## src/rtl/servant_rst_pkg.sv

```systemverilog
// servant_rst_pkg
// Shared definitions for the servant reset sequencer:
//   state_e     - sequencer FSM states (RESET, HOLD_MEM, HOLD_CPU, RUN)
//   CAUSE_*     - encodings reported on o_cause
//   max_int()   - elaboration-time helper used to size the hold counter
package servant_rst_pkg;

  typedef enum logic [1:0] {
    RESET    = 2'b00,
    HOLD_MEM = 2'b01,
    HOLD_CPU = 2'b10,
    RUN      = 2'b11
  } state_e;

  localparam logic [1:0] CAUSE_POR  = 2'b00;
  localparam logic [1:0] CAUSE_SOFT = 2'b01;
  localparam logic [1:0] CAUSE_WDT  = 2'b10;

  function automatic int max_int(input int a, input int b);
    return (a > b) ? a : b;
  endfunction

endpackage

```

## src/rtl/servant_rst_sync.sv

```systemverilog
// servant_rst_sync
// Reset-release synchroniser: assertion is asynchronous, deassertion is
// clocked through STAGES flops so the released reset is safe in i_clk.
// Ports:
//   i_clk  in  1  destination clock
//   i_rst  in  1  raw reset, asynchronous, active-high
//   o_rst  out 1  synchronised reset, active-high (direct flop output)
module servant_rst_sync #(
  parameter int STAGES = 2
) (
  input  logic i_clk,
  input  logic i_rst,
  output logic o_rst
);

  logic [STAGES-1:0] sync_q;

  // Shift chain: all-ones on reset, zeros walk in once i_rst drops.
  always_ff @(posedge i_clk or posedge i_rst) begin
    if (i_rst) begin
      sync_q <= '1;
    end else begin
      sync_q <= {sync_q[STAGES-2:0], 1'b0};
    end
  end

  assign o_rst = sync_q[STAGES-1];

endmodule

```

## src/rtl/servant_rst_seq.sv

```systemverilog
// servant_rst_seq
// Reset sequencer for the servant SoC. Synchronises release of i_rst to
// i_clk, then drops the memory-side reset followed by the CPU-side reset.
// A CPU-only soft reset keeps RAM/peripherals out of reset so memory
// contents survive. o_cause reports why the CPU was last reset.
//
// Optional feature: define SERVANT_RST_WDT_EN to add a watchdog that
// performs a CPU-only reset (o_cause=10) after WDT_CYCLES cycles in RUN
// without an i_wdt_kick pulse. Without it, i_wdt_kick is unused.
//
// Ports:
//   i_clk       in  1  block clock
//   i_rst       in  1  asynchronous active-high reset
//   i_soft_rst  in  1  synchronous CPU soft-reset request (level)
//   i_wdt_kick  in  1  watchdog kick pulse
//   o_rst_mem   out 1  RAM/peripheral reset, active-high, registered
//   o_rst_cpu   out 1  CPU reset, active-high, registered
//   o_ready     out 1  high only in RUN
//   o_cause     out 2  last reset cause (00 POR, 01 soft, 10 watchdog)
module servant_rst_seq
  import servant_rst_pkg::*;
#(
  parameter int SYNC_STAGES = 2,
  parameter int MEM_HOLD    = 16,
  parameter int CPU_HOLD    = 16,
  parameter int WDT_CYCLES  = 1 << 20
) (
  input  logic       i_clk,
  input  logic       i_rst,
  input  logic       i_soft_rst,
  input  logic       i_wdt_kick,
  output logic       o_rst_mem,
  output logic       o_rst_cpu,
  output logic       o_ready,
  output logic [1:0] o_cause
);

  localparam int CNT_W = $clog2(max_int(MEM_HOLD, CPU_HOLD) + 1);
  localparam logic [CNT_W-1:0] MEM_LAST = CNT_W'(MEM_HOLD - 1);
  localparam logic [CNT_W-1:0] CPU_LAST = CNT_W'(CPU_HOLD - 1);

  if (SYNC_STAGES < 2) begin : g_bad_sync_stages
    $error("servant_rst_seq: SYNC_STAGES must be >= 2");
  end
  if (MEM_HOLD < 1) begin : g_bad_mem_hold
    $error("servant_rst_seq: MEM_HOLD must be >= 1");
  end
  if (CPU_HOLD < 1) begin : g_bad_cpu_hold
    $error("servant_rst_seq: CPU_HOLD must be >= 1");
  end

  state_e           state_q;
  logic [CNT_W-1:0] cnt_q;
  logic             rst_mem_q;
  logic             rst_cpu_q;
  logic             ready_q;
  logic [1:0]       cause_q;

  logic rst_sync_s;
  logic soft_ok_s;
  logic wdt_timeout_s;

  servant_rst_sync #(
    .STAGES (SYNC_STAGES)
  ) u_sync (
    .i_clk (i_clk),
    .i_rst (i_rst),
    .o_rst (rst_sync_s)
  );

  // Soft reset only acts once memory is out of reset.
  assign soft_ok_s = (state_q == HOLD_CPU) || (state_q == RUN);

`ifdef SERVANT_RST_WDT_EN
  localparam int WDT_W = max_int($clog2(WDT_CYCLES), 1);
  localparam logic [WDT_W-1:0] WDT_LAST = WDT_W'(WDT_CYCLES - 1);

  logic [WDT_W-1:0] wdt_q;

  // A kick on the expiry edge clears the count instead of timing out.
  assign wdt_timeout_s = (state_q == RUN) && !i_wdt_kick && (wdt_q == WDT_LAST);

  // Watchdog counter: counts only in RUN, cleared by kick or on expiry.
  always_ff @(posedge i_clk or posedge i_rst) begin
    if (i_rst) begin
      wdt_q <= '0;
    end else if (state_q != RUN) begin
      wdt_q <= '0;
    end else if (i_wdt_kick || (wdt_q == WDT_LAST)) begin
      wdt_q <= '0;
    end else begin
      wdt_q <= wdt_q + WDT_W'(1);
    end
  end
`else
  logic unused_wdt_kick_s;
  assign unused_wdt_kick_s = i_wdt_kick;
  assign wdt_timeout_s     = 1'b0;
`endif

  // Sequencer FSM with hold counter and registered outputs. Soft reset is
  // checked before the watchdog so it wins when both hit the same edge.
  always_ff @(posedge i_clk or posedge i_rst) begin
    if (i_rst) begin
      state_q   <= RESET;
      cnt_q     <= '0;
      rst_mem_q <= 1'b1;
      rst_cpu_q <= 1'b1;
      ready_q   <= 1'b0;
      cause_q   <= CAUSE_POR;
    end else if (soft_ok_s && i_soft_rst) begin
      state_q   <= HOLD_CPU;
      cnt_q     <= '0;
      rst_cpu_q <= 1'b1;
      ready_q   <= 1'b0;
      cause_q   <= CAUSE_SOFT;
    end else if (wdt_timeout_s) begin
      state_q   <= HOLD_CPU;
      cnt_q     <= '0;
      rst_cpu_q <= 1'b1;
      ready_q   <= 1'b0;
      cause_q   <= CAUSE_WDT;
    end else begin
      case (state_q)
        RESET: begin
          cnt_q <= '0;
          if (!rst_sync_s) begin
            state_q <= HOLD_MEM;
          end else begin
            state_q <= RESET;
          end
        end
        HOLD_MEM: begin
          if (cnt_q == MEM_LAST) begin
            state_q   <= HOLD_CPU;
            cnt_q     <= '0;
            rst_mem_q <= 1'b0;
          end else begin
            cnt_q <= cnt_q + CNT_W'(1);
          end
        end
        HOLD_CPU: begin
          if (cnt_q == CPU_LAST) begin
            state_q   <= RUN;
            cnt_q     <= '0;
            rst_cpu_q <= 1'b0;
            ready_q   <= 1'b1;
          end else begin
            cnt_q <= cnt_q + CNT_W'(1);
          end
        end
        RUN: begin
          cnt_q <= '0;
        end
        default: begin
          state_q   <= RESET;
          cnt_q     <= '0;
          rst_mem_q <= 1'b1;
          rst_cpu_q <= 1'b1;
          ready_q   <= 1'b0;
        end
      endcase
    end
  end

  assign o_rst_mem = rst_mem_q;
  assign o_rst_cpu = rst_cpu_q;
  assign o_ready   = ready_q;
  assign o_cause   = cause_q;

endmodule
```

## config.mk

```make
export PLATFORM = sky130hd
export DESIGN_NAME = servant_rst_seq
export DESIGN_NICKNAME = d
export VERILOG_FILES = /design/src/rtl/servant_rst_pkg.sv /design/src/rtl/servant_rst_sync.sv /design/src/rtl/servant_rst_seq.sv
export SDC_FILE = /design/constraint.sdc
export NUM_CORES = 1
export LEC_CHECK = 0
export ABC_AREA = 1
export CORE_AREA = 2 2 39 41
export CTS_BUF_LIST = sky130_fd_sc_hd__clkbuf_8
export DETAILED_ROUTE_END_ITERATION = 10
export DIE_AREA = 0 0 41 43
export PLACE_DENSITY = 0.71
export SYNTH_ARGS = -nofsm -noshare
export SYNTH_HDL_FRONTEND = slang
export SYNTH_SLANG_ARGS = --single-unit
```

## constraint.sdc

```tcl
create_clock -name i_clk -period 3.5 [get_ports i_clk]
set_clock_uncertainty 0.05 [all_clocks]
set_input_delay 1.05 -clock i_clk [delete_from_list [all_inputs] [get_ports i_clk]]
set_output_delay 1.05 -clock i_clk [all_outputs]
set_load 0.05 [all_outputs]
```

**After elaboration in Yosys (flattened, before gate mapping)**

Cells that the tools add are included.

- Bits of input ports: 4
- Bits in registers: 13
- Output and inout port bits: 5
- Word-level logic and storage cells: 40

- Reductions and logical operators: 11
- Mux-type cells: 14
- Equal/unequal tests: 6
- Bitwise logic cells: 1
- Add/subtract/negate cells: 1

Operators by type and width:

| cell | count |
|---|---|
| $mux 5 | 2 |
| $pmux 5 s2 | 1 |
| $mux 1 | 7 |
| $mux 2 | 3 |
| $pmux 2 s3 | 1 |
| $reduce_and 3->1 | 2 |
| $add 5x1->5 const B | 1 |
| $eq 5x4->1 const B | 1 |
| $eq 2x2->1 const B | 2 |
| $reduce_bool 2->1 | 2 |
| $reduce_bool 4->1 | 1 |
| $reduce_or 2->1 | 2 |
| $ne 3x1->1 const B | 1 |
| $ne 3x3->1 const B | 1 |
| $eq 2x1->1 const B | 1 |
| $logic_not 2->1 | 1 |
| $reduce_and 2->1 | 1 |
| $logic_and 1x1->1 | 1 |
| $logic_or 1x1->1 | 1 |
| $not 1->1 | 1 |

**Longest topological paths before layout**

Gate-level depths: netlist of run 1.

- Word-level depth: 5
- Mapped depth: 8
- Gate-level depth less buffers: 8

**Hierarchy**

A second synthesis of run 1 with hierarchy kept.

- Cell total of the unflattened synthesis: 70
- Area total of the unflattened synthesis: 648.1 sq um

By module, submodules not included:

| module | sequential area each (sq um) | cells each | area each (sq um) | times used |
|---|---|---|---|---|
| servant_rst_seq | 277.8 | 66 | 588.1 | 1 |
| servant_rst_sync | 52.6 | 4 | 60.1 | 1 |

**Worst setup path before layout of run 1**

No wires, ideal clock.

- Path kind: reg-to-output
- Start: reg rst_mem_q (netlist: o_rst_mem)
- End: out o_rst_mem
- Stages on the path, launching flop included: 1
- Slack: 1.736 ns
- Arrival time: 0.664 ns
- Cells stage by stage: dfstp_2

RTL lines:

| what | RTL line | text |
|---|---|---|
| start: declaration | servant_rst_seq.sv:54 | `logic rst_mem_q;` |
| start signal: assignment | servant_rst_seq.sv:107 | `rst_mem_q <= 1'b1;` |
| start signal: assignment | servant_rst_seq.sv:137 | `rst_mem_q <= 1'b0;` |
| start signal: assignment | servant_rst_seq.sv:158 | `rst_mem_q <= 1'b1;` |
| end: declaration | servant_rst_seq.sv:32 | `output logic o_rst_mem,` |

No word-level cell between the ends.

**Final worst setup path of run 1**

- Start: reg rst_mem_q (netlist: o_rst_mem)
- End: out o_rst_mem

No word-level cell between the ends.

==> impl_metrics.env, run 1 <==
export IMPL_cts_hold_buf=0
export IMPL_synth_avg_cell_area_um2=9.292
export IMPL_row_count=14
export IMPL_nets=87
export IMPL_postCtsResizedCells=0
export IMPL_switchingPower_mw=0.2048
export IMPL_wire_per_inst_um=8.851
export IMPL_clock_sinks=13
export IMPL_cp_end_kind="primary output"
export IMPL_die_area_mm2=0.001763
export IMPL_grt_pass1_vias=361
export IMPL_clkPwrFrac_pct=23.5
export IMPL_cts_tree="yes"
export IMPL_period_share_pct=75.84
export IMPL_arrival_ps=1550
export IMPL_finalMaxSlewViolations=0
export IMPL_htree_levels=1
export IMPL_diodes=0
export IMPL_pin_count=9
export IMPL_layout_commonest_cell="nand2_1"
export IMPL_ys_seq_area_share_pct=52.28
export IMPL_max_clock_path_buffers=2
export IMPL_cts_setup_buffers=0
export IMPL_die_height_um=43
export IMPL_cp_top_family="buffers and inverters"
export IMPL_start_util_pct=45.66
export IMPL_status="finished clean"
export IMPL_areaGrowthSynthToFinish_pct=19.21
export IMPL_vias=428
export IMPL_required_ps=2400
export IMPL_worst_path_largest_cell_delay_ps=790
export IMPL_track_usage_pct=12.44
export IMPL_drc=0
export IMPL_drive_above_1_share_pct=17.95
export IMPL_path_buf_inv=1
export IMPL_synth_top_area_share_pct=35.64
export IMPL_rsz0062_at_grt="no"
export IMPL_synth_cell_area_um2=631.9
export IMPL_root_buffer="clkbuf_8"
export IMPL_cpMaxStageDelayCell="clkdlybuf4s50_1"
export IMPL_min_period_ps=2654
export IMPL_ir_drop_mv=0.3307
export IMPL_crit_type="flop to primary output"
export IMPL_antenna_found_initial=0
export IMPL_setup_viol=0
export IMPL_wl_um=832
export IMPL_path_clk_slew_ps=50
export IMPL_yosysWarningCount=0
export IMPL_grt_max_degree=14
export IMPL_synth_area_leaders="dfrtp_1, dfstp_2, ha_1"
export IMPL_timing_hold_ws_ps=306.0
export IMPL_p_sw_share_pct=38.03
export IMPL_yosysUniqueCellTypes=17
export IMPL_hold_viol_final=0
export IMPL_via_per_inst=4.553
export IMPL_seq_power_share_pct=36.9
export IMPL_leakage_nw=0.3589
export IMPL_drt_initial_drc_count=5
export IMPL_path_cells="clkdlybuf4s50_1"
export IMPL_core_mm2=0.001384
export IMPL_first_pass_iters=3
export IMPL_hp_class="flop to flop"
export IMPL_power_internal_mw=0.3338
export IMPL_syn_inst=68
export IMPL_grt_first_pass_wirelength_mm=1.400
export IMPL_cellPowerDensity_mw_per_mm2=715.1
export IMPL_dp_hpwl_um=671
export IMPL_synth_largest_area_cell="dfrtp_1"
export IMPL_cts_inserted_buffers=3
export IMPL_max_freq_mhz=376.7
export IMPL_die_x_um=41
export IMPL_crit_fanout=2
export IMPL_final_antenna_net_count=0
export IMPL_insertion_delay_ps=240
export IMPL_io_buffer_count=6
export IMPL_setup_tns_ps=0
export IMPL_final_cell_mix="nand2_1, inv_1, nor2_1, dfrtp_1, clkdlybuf4s50_1"
export IMPL_combPwrFrac_pct=39.5
export IMPL_fillerInstances=136
export IMPL_drv_cap=0
export IMPL_grt_overflow=0
export IMPL_synth_seq_cells=13
export IMPL_critPathLaunchType="flop"
export IMPL_gp_congestion=0.8361
[routing by layer]
| metal | vias to the layer above | global-route usage, % | wire (um) |
|---|---|---|---|
| met5 | - | 0 | 0 |
| met4 | 0 | 10.00 | 14 |
| met3 | 2 | 3.141 | 16 |
| met2 | 4 | 16.88 | 392 |
| met1 | 196 | 15.97 | 409 |
| li1 | 226 | - | - |
[per-stage QoR]
stage	utilization (%)	worst slack (ps)	cells	power, mW	instance area (um^2)
5_1_grt	54.43	806.2	94	0.5905	753.2
6_report	54.43	845.7	94	0.5386	753.2
2_1_floorplan	-	1736	69	0.3803	635.6
3_5_place_dp	51.18	1097	90	0.4169	708.2
3_3_place_gp	51.18	1102	90	0.4144	708.2
4_1_cts	54.43	831.1	94	0.5495	753.2
[kinds of logic (layout without fill, tap and decap cells)]
logic type,count (synthesis),after routing,share of synthesized area (%)
buf+inv,10,19,6.535
simple gates,34,34,26.34
flops,13,13,52.28
xor+xnor,2,2,2.773
compound gates,4,4,3.564
other cells,1,2,0.5935
fa+ha+maj,4,4,7.921
[final timing paths]
check	slack [ps]	startpoint	end	cells after the start
max in group asynchronous	2000	i_rst	u_sync.sync_q[0]$_DFF_PP1_	2
min reg2reg	310	u_sync.sync_q[0]$_DFF_PP1_	u_sync.sync_q[1]$_DFF_PP1_	0
max reg2reg	2120	state_q[0]$_DFFE_PP0P_	state_q[1]$_DFFE_PP0P_	6
min in group asynchronous	1070	i_rst	state_q[0]$_DFFE_PP0P_	2
min	310	u_sync.sync_q[0]$_DFF_PP1_	u_sync.sync_q[1]$_DFF_PP1_	0
max	850	o_rst_mem$_DFFE_PP1P_	o_rst_mem	1
[cell type report]
type | count | area, um^2 | area share [%]
timing repair buffer | 6 | 60.06 | 7.973
tap | 16 | 20.02 | 2.658
clock inverter | 1 | 3.754 | 0.4983
multi-input combinational | 46 | 264.0 | 35.05
clock buffer | 3 | 41.29 | 5.482
sequential | 13 | 330.3 | 43.85
inverter | 9 | 33.78 | 4.485
[cell usage after synthesis]
cell type	n
o21ai_0	3
o21a_1	1
xnor2_1	1
ha_1	4
dfrtp_1	9
nand2_1	13
nand2_2	2
nand4_4	1
xor2_1	1
inv_1	9
buf_4	1
dfstp_2	4
nor2_2	3
nand3_1	5
or2_2	1
conb_1	1
nor2_1	9
[state kept, by name, indices dropped and copies added (netlist names)]
name           cells
state_q            2
o_ready            1
o_rst_mem          1
o_cause            1
o_rst_cpu          1
cnt_q              5
u_sync.sync_q      2
[power groups by stage]
stage          registers (mW)  logic (mW)  clock network (mW)
2_1_floorplan           0.197       0.183                   0
3_3_place_gp            0.201       0.214                   0
3_5_place_dp            0.202       0.215                   0
4_1_cts                 0.199       0.217               0.134
5_1_grt                 0.202       0.248               0.140
6_report                0.199       0.213               0.127
Note: power is estimated with default switching activity, not from simulation.
==> run 2, diff against run 1 <==
==> constraint.sdc (replaced) <==
create_clock -name i_clk -period 2.5 [get_ports i_clk]
set_clock_uncertainty 0.05 [all_clocks]
set_input_delay 0.75 -clock i_clk [delete_from_list [all_inputs] [get_ports i_clk]]
set_output_delay 0.75 -clock i_clk [all_outputs]
set_load 0.05 [all_outputs]
==> run 2 against run 1 <==
Worst hold slack got worse by 0.77 ps; wire length increased by 7.2%; cell area unchanged; global-route usage increased by 0.38 points; critical path depth unchanged; flip-flop and latch count unchanged; die area unchanged; first-iteration DRC count decreased by 60%; non-clock buffer count unchanged; worst setup slack got worse by 700 ps.
==> impl_metrics.env, run 2 (synthesis gave the netlist of run 1 again) <==
export IMPL_ir_drop_mv=0.4593
export IMPL_grt_pass1_vias=385
export IMPL_fin_util_pct=54.43
export IMPL_first_pass_iters=3
export IMPL_placed_area_um2=708.2
export IMPL_crit_type="flop to primary output"
export IMPL_final_cell_mix="nand2_1, inv_1, nor2_1, dfrtp_1, clkdlybuf4s50_1"
export IMPL_status="finished clean"
export IMPL_vias=425
export IMPL_fillerInstances=131
export IMPL_cts_hold_buf=0
export IMPL_htree_levels=1
export IMPL_pin_count=9
export IMPL_largest_register="cnt_q"
export IMPL_drv_cap=0
export IMPL_track_usage_pct=12.82
export IMPL_worst_path_largest_cell_delay_ps=790
export IMPL_setup_tns_ps=0
export IMPL_path_buf_inv=1
export IMPL_largest_reg_flops=5
export IMPL_die_height_um=43
export IMPL_postCtsResizedCells=0
export IMPL_start_util_pct=45.66
export IMPL_min_period_ps=2352
export IMPL_cp_end_kind="primary output"
export IMPL_cts_tree="yes"
export IMPL_areaGrowthSynthToFinish_pct=19.21
export IMPL_via_per_inst=4.521
export IMPL_grt_overflow=0
export IMPL_core_mm2=0.001384
export IMPL_cts_inserted_buffers=3
export IMPL_nets=87
export IMPL_r2r_start="state_q[0]$_DFFE_PP0P_"
export IMPL_drc=0
export IMPL_root_buffer="clkbuf_8"
export IMPL_period_share_pct=94.09
export IMPL_final_antenna_net_count=0
export IMPL_clock_sinks=13
export IMPL_diodes=0
export IMPL_die_area_mm2=0.001763
export IMPL_leakage_nw=0.3589
export IMPL_path_clk_slew_ps=50
export IMPL_cp_top_family="buffers and inverters"
export IMPL_path_cells="clkdlybuf4s50_1"
export IMPL_wl_um=892
export IMPL_hold_viol_final=0
export IMPL_row_count=14
export IMPL_critPathLaunchType="flop"
export IMPL_dp_cells=90
export IMPL_fin_area_um2=753.2
export IMPL_arrival_ps=1550
export IMPL_stdcell_count=94
export IMPL_max_freq_mhz=425.1
export IMPL_max_clock_path_buffers=2
export IMPL_crit_fanout=2
export IMPL_required_ps=1700
export IMPL_startpoint="o_rst_mem$_DFFE_PP1P_"
export IMPL_layout_commonest_cell="nand2_1"
export IMPL_grt_max_degree=14
export IMPL_rsz0062_at_grt="no"
export IMPL_cpMaxStageDelayCell="clkdlybuf4s50_1"
export IMPL_die_x_um=41
export IMPL_setup_viol=0
export IMPL_finalMaxSlewViolations=0
export IMPL_insertion_delay_ps=240
export IMPL_hold_path_startpoint="u_sync.sync_q[0]$_DFF_PP1_"
export IMPL_gp_congestion=0.8560
export IMPL_cts_setup_buffers=0
export IMPL_io_buffer_count=6
export IMPL_hp_class="flop to flop"
export IMPL_top_regs="cnt_q: 5 flops, state_q: 2 flops, u_sync.sync_q: 2 flops"
export IMPL_cellPowerDensity_mw_per_mm2=1004
export IMPL_grt_first_pass_wirelength_mm=1.476
export IMPL_drt_initial_drc_count=2
export IMPL_antenna_found_initial=0
export IMPL_wire_per_inst_um=9.489
export IMPL_drive_above_1_share_pct=17.95
-- run 2: cell counts in the layout (fill, tap and decap cells not counted) --
No cell type changed its count.
-- run 2: cell type report --
class | count | area [um^2] | share of cell area [%]
Sequential cell | 13 | 330.3 | 43.85
Multi-Input combinational cell | 46 | 264.0 | 35.05
Timing Repair Buffer | 6 | 60.06 | 7.973
Clock buffer | 3 | 41.29 | 5.482
Inverter | 9 | 33.78 | 4.485
Tap cell | 16 | 20.02 | 2.658
Clock inverter | 1 | 3.754 | 0.4983
-- run 2: worst paths after layout --
check / endpoint / slack, ps / depth (start not counted)
max reg2reg: o_cause[0]$_DFFE_PP0P_ / 1120 / 5
max: o_rst_mem / 150 / 1
min: u_sync.sync_q[1]$_DFF_PP1_ / 310 / 0
max in group asynchronous: o_rst_mem$_DFFE_PP1P_ / 1290 / 2
min reg2reg: u_sync.sync_q[1]$_DFF_PP1_ / 310 / 0
min in group asynchronous: cnt_q[0]$_DFF_PP0_ / 770 / 2
-- run 2: per-stage QoR --
step / worst slack, ps / power, mW / hold slack (ps)
after floorplan: 1036 / 0.5325 / 295.2
after global placement: 401.8 / 0.5794 / 296.7
after detailed placement: 397.9 / 0.5832 / 297.9
after CTS: 133.1 / 0.7694 / 305.6
after global routing: 109.1 / 0.8331 / 306.5
final: 147.9 / 0.7563 / 305.2
-- run 2: layer usage --
layer	up-vias	GRT usage [%]	part of all wire (%)
met5	-	0	0
met4	0	10.00	1.6
met3	2	3.141	2.0
met2	4	17.50	50
met1	193	16.55	46
li1	226	-	-
-- run 2: where the power goes --
| group | switching [mW] | total [mW] | internal, mW |
|---|---|---|---|
| registers | 0.0324 | 0.280 | 0.247 |
| logic | 0.186 | 0.299 | 0.112 |
| clock network | 0.0697 | 0.178 | 0.108 |
==> run 3, diff against run 2 <==
==> constraint.sdc (replaced) <==
create_clock -name i_clk -period 2.5 [get_ports i_clk]
set_clock_uncertainty 0.05 [all_clocks]
set_input_delay 0.75 -clock i_clk [delete_from_list [all_inputs] [get_ports i_clk]]
set_output_delay 0.75 -clock i_clk [all_outputs]
set_load 0.005 [all_outputs]
==> run 3 against run 2 <==
Count of clock-buffer cells in the layout unchanged; critical path depth unchanged; sequential power barely moved; global-route usage is 1.5 points higher; critical endpoint unchanged.
==> impl_metrics.env, run 3 (synthesis gave the netlist of run 1 again) <==
export IMPL_largest_register="cnt_q"
export IMPL_nets=87
export IMPL_row_count=14
export IMPL_die_height_um=43
export IMPL_min_period_ps=2053
export IMPL_leakage_nw=0.3589
export IMPL_clock_sinks=13
export IMPL_cts_setup_buffers=0
export IMPL_period_share_pct=82.13
export IMPL_layout_commonest_cell="nand2_1"
export IMPL_ir_drop_mv=0.4655
export IMPL_largest_reg_flops=5
export IMPL_finalMaxSlewViolations=0
export IMPL_path_buf_inv=1
export IMPL_die_area_mm2=0.001763
export IMPL_drc=0
export IMPL_first_pass_iters=2
export IMPL_hp_class="flop to flop"
export IMPL_grt_first_pass_wirelength_mm=1.621
export IMPL_grt_max_degree=14
export IMPL_crit_type="flop to primary output"
export IMPL_final_antenna_net_count=0
export IMPL_final_cell_mix="nand2_1, inv_1, nor2_1, dfrtp_1, clkdlybuf4s50_1"
export IMPL_required_ps=1700
export IMPL_wire_per_inst_um=9.351
export IMPL_critPathLaunchType="flop"
export IMPL_fillerInstances=134
export IMPL_root_buffer="clkbuf_8"
export IMPL_grt_overflow=0
export IMPL_max_freq_mhz=487.0
export IMPL_worst_path_largest_cell_delay_ps=520
export IMPL_track_usage_pct=14.34
export IMPL_max_clock_path_buffers=2
export IMPL_cpMaxStageDelayCell="dfstp_2"
export IMPL_htree_levels=1
export IMPL_pin_count=9
export IMPL_diodes=0
export IMPL_antenna_found_initial=0
export IMPL_status="finished clean"
export IMPL_rsz0062_at_grt="no"
export IMPL_postCtsResizedCells=0
export IMPL_setup_tns_ps=0
export IMPL_cellPowerDensity_mw_per_mm2=1009
export IMPL_vias=427
export IMPL_grt_pass1_vias=387
export IMPL_drt_initial_drc_count=2
export IMPL_top_regs="cnt_q: 5 flops, state_q: 2 flops, u_sync.sync_q: 2 flops"
export IMPL_path_clk_slew_ps=50
export IMPL_dp_hpwl_um=649.7
export IMPL_setup_viol=0
export IMPL_path_cells="clkdlybuf4s50_1"
export IMPL_cp_top_family="flip-flops"
export IMPL_drive_above_1_share_pct=17.95
export IMPL_cp_end_kind="primary output"
export IMPL_reg2reg_slack_ps=1130
export IMPL_die_x_um=41
export IMPL_wl_um=879
export IMPL_insertion_delay_ps=250
export IMPL_cts_tree="yes"
export IMPL_multi_input_area_um2=264.0
export IMPL_core_mm2=0.001384
export IMPL_gp_congestion=0.8297
export IMPL_power_mw=0.7602
export IMPL_cts_inserted_buffers=3
export IMPL_arrival_ps=1250
export IMPL_drv_cap=0
export IMPL_via_per_inst=4.543
export IMPL_areaGrowthSynthToFinish_pct=19.21
export IMPL_cts_hold_buf=0
export IMPL_start_util_pct=45.66
export IMPL_seqCellArea_um2=330.3
export IMPL_hold_viol_final=0
export IMPL_crit_fanout=2
export IMPL_io_buffer_count=6
## run 3: per-layer routing
| metal | routed length [um] | global-route usage, % |
|---|---|---|
| met2 | 419 | 16.88 |
| met1 | 397 | 20.27 |
| met4 | 31 | 12.00 |
| met3 | 30 | 4.712 |
| met5 | 0 | 0 |
## run 3: final cells by class
class,instances,share of cell area [%]
clock buffers,3,5.482
repair buffers,6,7.973
clock inverters,1,0.4983
multi-input cells,46,35.05
inverters,9,4.485
well taps,16,2.658
flip-flops and latches,13,43.85
## run 3: where the power goes
part	leakage (nW)	switching [mW]	internal [mW]
Combinational	0.175	0.187	0.112
Sequential	0.157	0.0315	0.247
Clock	0.0269	0.0742	0.108
## run 3: path summary, 6_finish.rpt
check | start | to | cells past startpoint
setup reg to reg | state_q[0]$_DFFE_PP0P_ | o_cause[0]$_DFFE_PP0P_ | 5
min in group asynchronous | i_rst | cnt_q[1]$_DFF_PP0_ | 2
hold reg to reg | u_sync.sync_q[0]$_DFF_PP1_ | u_sync.sync_q[1]$_DFF_PP1_ | 0
max in group asynchronous | i_rst | o_rst_mem$_DFFE_PP1P_ | 2
hold / removal | u_sync.sync_q[0]$_DFF_PP1_ | u_sync.sync_q[1]$_DFF_PP1_ | 0
setup / recovery | o_rst_mem$_DFFE_PP1P_ | o_rst_mem | 1
## run 3: per-stage QoR
step	util [%]	area (um^2)	worst slack [ps]	hold WS [ps]	std cells
after detailed placement	51.18	708.2	588.1	298.5	90
after global placement	51.18	708.2	581.9	296.0	90
final	54.43	753.2	446.7	307.7	94
after floorplan	-	635.6	1190	295.2	69
after global routing	54.43	753.2	408.1	310.1	94
after CTS	54.43	753.2	434.6	310.1	94
